`config.mk`:
```
export PLATFORM = sky130hd
export DESIGN_NAME = lcd_fill_sched
export DESIGN_NICKNAME = d
export VERILOG_FILES = /design/src/rtl/lcd_fill_sched.sv
export SDC_FILE = /design/constraint.sdc
export NUM_CORES = 1
export LEC_CHECK = 0
export CORE_MARGIN = 4
export CORE_UTILIZATION = 56
export CTS_CLUSTER_DIAMETER = 30
export DETAILED_ROUTE_END_ITERATION = 12
export HOLD_SLACK_MARGIN = 0.02
export PLACE_DENSITY = 0.82
export REMOVE_ABC_BUFFERS = 1
export SLEW_MARGIN = 15
export SYNTH_ARGS = -nofsm -noshare
export SYNTH_HDL_FRONTEND = slang
export SYNTH_SLANG_ARGS = --single-unit
```
`constraint.sdc`:
```
create_clock -name clk -period 8.9 [get_ports clk]
set_input_delay 1.335 -clock clk [delete_from_list [all_inputs] [get_ports clk]]
set_output_delay 1.335 -clock clk [all_outputs]
set_load 0.02 [all_outputs]
```
`src/rtl/lcd_fill_sched.sv`:
```
// lcd_fill_sched: round-robin rectangle-fill scheduler for the ST7735 80x160 panel.
// Emits CASET/RASET/RAMWR followed by the pixel stream as a byte stream with D/C flag.
// Optional feature macro: LCD_FILL_SCHED_CLIP_EN (clip x1/y1 to the panel instead of rejecting).
`timescale 1ns/1ps
module lcd_fill_sched #(
    parameter int X_OFS  = 26,
    parameter int Y_OFS  = 1,
    parameter int WIDTH  = 80,
    parameter int HEIGHT = 160
) (
    input  logic        clk,
    input  logic        resetn,
    input  logic        lcd_ready,
    input  logic        req0_valid,
    output logic        req0_ready,
    input  logic [31:0] req0_rect,
    input  logic [15:0] req0_color,
    input  logic        req1_valid,
    output logic        req1_ready,
    input  logic [31:0] req1_rect,
    input  logic [15:0] req1_color,
    output logic        byte_valid,
    input  logic        byte_ready,
    output logic [7:0]  byte_data,
    output logic        byte_dc,
    output logic        busy,
    output logic        gnt_id,
    output logic        done,
    output logic        err
);

    typedef enum logic [2:0] {
        S_IDLE,
        S_HDR,
        S_PIX_HI,
        S_PIX_LO,
        S_DONE
    } state_t;

    localparam logic [8:0] W_LIM = 9'(WIDTH);
    localparam logic [8:0] H_LIM = 9'(HEIGHT);

    state_t      r_state;
    state_t      w_next;

    logic        r_last;
    logic        r_gnt;
    logic        r_err;
    logic [7:0]  r_x0;
    logic [7:0]  r_x1;
    logic [7:0]  r_y0;
    logic [7:0]  r_y1;
    logic [15:0] r_color;
    logic [15:0] r_cnt;
    logic [3:0]  r_idx;

    logic        w_grant;
    logic        w_sel;
    logic        w_invalid;
    logic        w_active;
    logic        w_fire;
    logic [31:0] w_rect;
    logic [15:0] w_color;
    logic [7:0]  w_x0;
    logic [7:0]  w_x1;
    logic [7:0]  w_y0;
    logic [7:0]  w_y1;
    logic [7:0]  w_x1c;
    logic [7:0]  w_y1c;
    logic [8:0]  w_cols;
    logic [8:0]  w_rows;
    logic [15:0] w_area;

    // Requester 1 wins only when requester 0 is idle or was the last one served.
    assign w_sel   = ~(req0_valid & (~req1_valid | r_last));
    assign w_grant = (r_state == S_IDLE) & lcd_ready & (req0_valid | req1_valid);

    assign req0_ready = w_grant & ~w_sel;
    assign req1_ready = w_grant & w_sel;

    assign w_rect  = w_sel ? req1_rect  : req0_rect;
    assign w_color = w_sel ? req1_color : req0_color;
    assign w_x0    = w_rect[31:24];
    assign w_x1    = w_rect[23:16];
    assign w_y0    = w_rect[15:8];
    assign w_y1    = w_rect[7:0];

`ifdef LCD_FILL_SCHED_CLIP_EN
    localparam logic [7:0] X_MAX = 8'(WIDTH - 1);
    localparam logic [7:0] Y_MAX = 8'(HEIGHT - 1);

    assign w_x1c     = ({1'b0, w_x1} >= W_LIM) ? X_MAX : w_x1;
    assign w_y1c     = ({1'b0, w_y1} >= H_LIM) ? Y_MAX : w_y1;
    assign w_invalid = (w_x0 > w_x1) | (w_y0 > w_y1) |
                       ({1'b0, w_x0} >= W_LIM) | ({1'b0, w_y0} >= H_LIM);
`else
    assign w_x1c     = w_x1;
    assign w_y1c     = w_y1;
    assign w_invalid = (w_x0 > w_x1) | (w_y0 > w_y1) |
                       ({1'b0, w_x1} >= W_LIM) | ({1'b0, w_y1} >= H_LIM);
`endif

    // Pixel count from the (possibly clipped) bounds; only meaningful for valid requests.
    assign w_cols = {1'b0, w_x1c} - {1'b0, w_x0} + 9'd1;
    assign w_rows = {1'b0, w_y1c} - {1'b0, w_y0} + 9'd1;
    assign w_area = 16'(w_cols) * 16'(w_rows);

    assign w_active   = (r_state == S_HDR) | (r_state == S_PIX_HI) | (r_state == S_PIX_LO);
    assign w_fire     = w_active & byte_ready;
    assign byte_valid = w_active;
    assign busy       = w_active;
    assign done       = (r_state == S_DONE);
    assign gnt_id     = r_gnt;
    assign err        = r_err;

    // State register; reset throws away any rectangle in flight.
    always_ff @(posedge clk or negedge resetn) begin
        if (!resetn) begin
            r_state <= S_IDLE;
        end else begin
            r_state <= w_next;
        end
    end

    // Next-state logic: advance only on accepted bytes so stalls hold everything.
    always_comb begin
        w_next = r_state;
        case (r_state)
            S_IDLE: begin
                if (w_grant && !w_invalid) begin
                    w_next = S_HDR;
                end
            end
            S_HDR: begin
                if (w_fire && (r_idx == 4'd10)) begin
                    w_next = S_PIX_HI;
                end
            end
            S_PIX_HI: begin
                if (w_fire) begin
                    w_next = S_PIX_LO;
                end
            end
            S_PIX_LO: begin
                if (w_fire) begin
                    w_next = (r_cnt == 16'd1) ? S_DONE : S_PIX_HI;
                end
            end
            S_DONE: begin
                w_next = S_IDLE;
            end
            default: begin
                w_next = S_IDLE;
            end
        endcase
    end

    // Grant bookkeeping, request latch, header index and pixel down-counter.
    always_ff @(posedge clk or negedge resetn) begin
        if (!resetn) begin
            r_last  <= 1'b1;
            r_gnt   <= 1'b0;
            r_err   <= 1'b0;
            r_x0    <= 8'h00;
            r_x1    <= 8'h00;
            r_y0    <= 8'h00;
            r_y1    <= 8'h00;
            r_color <= 16'h0000;
            r_cnt   <= 16'h0000;
            r_idx   <= 4'd0;
        end else begin
            r_err <= 1'b0;
            if (w_grant) begin
                r_last  <= w_sel;
                r_gnt   <= w_sel;
                r_err   <= w_invalid;
                r_x0    <= w_x0;
                r_x1    <= w_x1c;
                r_y0    <= w_y0;
                r_y1    <= w_y1c;
                r_color <= w_color;
                r_cnt   <= w_area;
                r_idx   <= 4'd0;
            end
            if (w_fire && (r_state == S_HDR)) begin
                r_idx <= r_idx + 4'd1;
            end
            if (w_fire && (r_state == S_PIX_LO)) begin
                r_cnt <= r_cnt - 16'd1;
            end
        end
    end

    // Byte mux: header bytes by index, then colour high/low; zero when idle.
    always_comb begin
        byte_data = 8'h00;
        byte_dc   = 1'b0;
        case (r_state)
            S_HDR: begin
                case (r_idx)
                    4'd0:  begin byte_data = 8'h2A;               byte_dc = 1'b0; end
                    4'd1:  begin byte_data = 8'h00;               byte_dc = 1'b1; end
                    4'd2:  begin byte_data = r_x0 + 8'(X_OFS);    byte_dc = 1'b1; end
                    4'd3:  begin byte_data = 8'h00;               byte_dc = 1'b1; end
                    4'd4:  begin byte_data = r_x1 + 8'(X_OFS);    byte_dc = 1'b1; end
                    4'd5:  begin byte_data = 8'h2B;               byte_dc = 1'b0; end
                    4'd6:  begin byte_data = 8'h00;               byte_dc = 1'b1; end
                    4'd7:  begin byte_data = r_y0 + 8'(Y_OFS);    byte_dc = 1'b1; end
                    4'd8:  begin byte_data = 8'h00;               byte_dc = 1'b1; end
                    4'd9:  begin byte_data = r_y1 + 8'(Y_OFS);    byte_dc = 1'b1; end
                    4'd10: begin byte_data = 8'h2C;               byte_dc = 1'b0; end
                    default: begin byte_data = 8'h00;             byte_dc = 1'b0; end
                endcase
            end
            S_PIX_HI: begin
                byte_data = r_color[15:8];
                byte_dc   = 1'b1;
            end
            S_PIX_LO: begin
                byte_data = r_color[7:0];
                byte_dc   = 1'b1;
            end
            default: begin
                byte_data = 8'h00;
                byte_dc   = 1'b0;
            end
        endcase
    end

endmodule

```
==> results list <==
- Pins Over Slew Limit: 0
- I/O pin count: 118
* DR DRC count: 0
- Netlist area before placement: 0.00800 mm2
* Adder-cell share of the synthesized area: 25.4%
- Number of antenna diodes: 0
* Hold Startpoint: r_y1[6]
* CP Class: input pin to flop
- The total overflow left after global routing is 0.
- Number of register bits inferred by synthesis: 74
- Total negative slack: 0 ps
- The run finished with clean final reports.
* Wire length of the first global-routing pass: 35200 um
- Startpoint class of the critical path: input pin
- Most frequent cells in the layout: sky130_fd_sc_hd__inv_1 (133), sky130_fd_sc_hd__clkdlybuf4s50_1 (116), sky130_fd_sc_hd__nand2_1 (92)
- Worst setup slack for register-to-register paths: 1510 ps
* Final antenna-violating net count: 0
- The number of antenna violations at the first check in global routing came to 0.
* Detail-routed net length per standard cell: 17.0 um
* Syn Area/Cell: 8.62 um2
- After detailed routing, the total wire length is 21300 um.
- Maximum clock insertion buffer count: 2
* Number of cells on the worst reg-to-reg path: 25
* Clock latency at the later pin of the worst-skew pair: 350 ps
- The floorplan step set the die height to 128 um.
- TritonCTS buffer count: 9
- Initial Utilization: 57.4%
* 1st-iter DRT viols: 679
* Mapped Cells: 928
* Vias: 7133
* Fraction of final layout cells sized beyond drive strength 1: 9.34%
* Number of violations of the max-capacitance limit: 0
- CTS built an H-tree with a depth of 3.
* Number of port buffers: 117
* Overall routing resource usage: 26.7%
- For this run, the number of Yosys warnings is 0.
- Of the synthesized area, sequential elements account for 23.2%.
- The tightest min-delay check is of the flop to flop type.
- Number of fill cells in the layout: 1051
* Dominant register cell in the synthesized netlist: sky130_fd_sc_hd__dfrtp_1
- Clock tree synthesis found a total of 74 sinks.
- For this run, the top clock speed supported by timing is 116 MHz.
- Worst path required time: 9140 ps
- Worst min-delay path endpoint: r_y1[6]
- Area fraction in compound gates after synthesis: 15.4%
- Clock-pin slew was measured on the worst setup and hold paths at 70 ps.
* Core Footprint: 0.0139 mm2
- Mux share of post-synthesis cell area: 7.18%
- In this run the critical register-to-register path is launched from r_last.
* Detailed-router iteration count before antenna repair: 6
- Root Buffer Master: sky130_fd_sc_hd__clkbuf_16
* Worst slew pin tran: 973 ps
- The floorplan step defined a die boundary enclosing 0.0163 mm2.
- Number of core rows: 43
- Number of hold buffers added after cts: 0
- The congestion estimate from routability-driven global placement came to 0.937.
- For the final database, setup skew stands at 10.6 ps.
* Post-synthesis cell type count: 66
- After Yosys synthesis, and, or, nand and nor cells account for 17.1% of the synthesized area.
* Capturing point of the worst reg2reg path: r_cnt[15]
* Syn-to-layout area delta: 24.8%
- The hold violation count in the final report is 0.
- Along the worst path, the maximum fanout reaches 8.
- Dividing the detail-routed via count by the number of cells gives 5.70.
- Vias in the first global route: 7197
- The synthesized design contains 0 enable-type register cells.
- Final critical-path share of the clock period: 96.5%
- Largest net degree at the start of global routing: 95
- Combinational family with the most area after synthesis: adder cells
- TritonCTS built the clock tree.
- Die span in x: 128 um
- Max-Slew Margin vs Limit: 34.1%
- Fraction of registers with async set/reset: 100%
* Post-detailed-placement half-perimeter wirelength: 16800 um
- Most frequent standard cell in the layout excluding fill and tap cells: sky130_fd_sc_hd__inv_1
- Final layout net count: 1299
- Number of cells traversed by the worst hold path: 2
* Number of setup violations in the final report: 0
- The worst setup path is captured at a flop.
- Xor/xnor cell area share of the yosys netlist: 4.11%
- Worst path arrival time: 8830 ps
- Final period demand of the worst path: 8590 ps
synth_stat cells, types with 10 or more instances:
| cell | number | area, um2 |
|---|---|---|
| sky130_fd_sc_hd__a21oi_1 | 24 | 120 |
| sky130_fd_sc_hd__nand2_1 | 92 | 345 |
| sky130_fd_sc_hd__o22ai_1 | 10 | 62.6 |
| sky130_fd_sc_hd__dfrtp_1 | 73 | 1830 |
| sky130_fd_sc_hd__nand3_1 | 13 | 65.1 |
| sky130_fd_sc_hd__nor3_1 | 10 | 50.1 |
| sky130_fd_sc_hd__fa_1 | 52 | 1040 |
| sky130_fd_sc_hd__ha_1 | 79 | 988 |
| sky130_fd_sc_hd__nor2b_1 | 12 | 75.1 |
| sky130_fd_sc_hd__clkbuf_1 | 28 | 105 |
| sky130_fd_sc_hd__o21a_1 | 10 | 75.1 |
| sky130_fd_sc_hd__xnor2_1 | 21 | 184 |
| sky130_fd_sc_hd__nor2_1 | 89 | 334 |
| sky130_fd_sc_hd__a222oi_1 | 17 | 170 |
| sky130_fd_sc_hd__xor2_1 | 14 | 123 |
| sky130_fd_sc_hd__mux2_2 | 11 | 124 |
| sky130_fd_sc_hd__mux2i_1 | 45 | 450 |
| sky130_fd_sc_hd__o21ai_0 | 52 | 260 |
| sky130_fd_sc_hd__inv_1 | 133 | 499 |
| sky130_fd_sc_hd__nand2b_1 | 11 | 68.8 |
worst max path at each step:
stage | end | start | depth (start not counted)
floorplan | r_cnt[15] | req1_valid | 30
global placement | r_cnt[15] | req1_valid | 27
detailed placement | r_cnt[15] | req1_valid | 29
CTS | r_cnt[15] | req1_valid | 29
global route | r_cnt[15] | req1_valid | 31
finish | r_cnt[15] | req1_valid | 27
through the flow:
stage / hold slack [ps] / std cells / area, um2 / setup slack [ps] / utilization, %
finish: 484 / 1251 / 9990 / 311 / 71.7
global route: 503 / 1251 / 9990 / -1.67 / 71.7
CTS: 486 / 1249 / 9920 / 245 / 71.2
detailed placement: 472 / 1233 / 9610 / -71.7 / 69.0
global placement: 462 / 1233 / 9610 / 121 / 69.0
floorplan: 445 / 896 / 7880 / -1300 / -
worst max-delay path, stage by stage:
cell	delay, ps
sky130_fd_sc_hd__clkdlybuf4s50_1	480
sky130_fd_sc_hd__inv_1	80
sky130_fd_sc_hd__o21ai_4	290
sky130_fd_sc_hd__buf_4	240
sky130_fd_sc_hd__mux2i_1	360
sky130_fd_sc_hd__inv_1	90
sky130_fd_sc_hd__ha_1	330
sky130_fd_sc_hd__ha_1	340
sky130_fd_sc_hd__and2b_4	210
sky130_fd_sc_hd__a221o_2	380
sky130_fd_sc_hd__a211oi_4	280
sky130_fd_sc_hd__buf_4	220
sky130_fd_sc_hd__nor2_1	70
sky130_fd_sc_hd__fa_1	490
sky130_fd_sc_hd__fa_1	520
sky130_fd_sc_hd__fa_1	550
sky130_fd_sc_hd__inv_1	50
sky130_fd_sc_hd__fa_1	520
sky130_fd_sc_hd__inv_1	40
sky130_fd_sc_hd__ha_1	340
sky130_fd_sc_hd__o21a_1	140
sky130_fd_sc_hd__o2111ai_1	210
sky130_fd_sc_hd__nor2_1	60
sky130_fd_sc_hd__o221ai_1	160
sky130_fd_sc_hd__xnor3_1	430
sky130_fd_sc_hd__or4b_1	480
sky130_fd_sc_hd__o211a_1	120
repair_timing:
action	in CTS	in global routing
hold endpoints to repair	0	0
resized for setup	0	14
setup buffers	0	2
setup endpoints to repair	0	1
state kept, by name (all words and copies together), names as in the netlist:
signal	cells
r_color	16
r_y1	8
r_y0	8
r_cnt	16
r_state	3
r_x1	8
r_last	1
gnt_id	1
r_x0	8
r_idx	4
err	1
per-layer routing:
layer,up-vias,part of all wire (%),GRT usage [%]
met3,37,5.1,4.10
met5,-,0,0
li1,3446,-,-
met1,3427,45,37.0
met2,223,48,43.4
met4,0,2.2,7.95
logic make-up (layout without fill, tap and decap cells):
family,Yosys count,in the layout
AND/OR/NAND/NOR,286,286
AO/OA/AOI/OAI,180,180
buffers and inverters,165,308
adder cells (fa/ha/maj),131,131
flip-flops,74,74
multiplexers,56,56
XOR/XNOR,36,36
cell type report:
| cell class | count | area [um2] | area share, % |
|---|---|---|---|
| multi-input combinational | 689 | 5600 | 56.0 |
| sequential | 74 | 1850 | 18.5 |
| timing repair buffer | 159 | 1500 | 15.0 |
| inverter | 133 | 499 | 5.00 |
| clock buffer | 10 | 239 | 2.39 |
| tap | 180 | 225 | 2.25 |
| clock inverter | 6 | 75.1 | 0.751 |
Power is not shown: default switching activity piles up to over one toggle a cycle in this logic, so the estimate is an artifact.
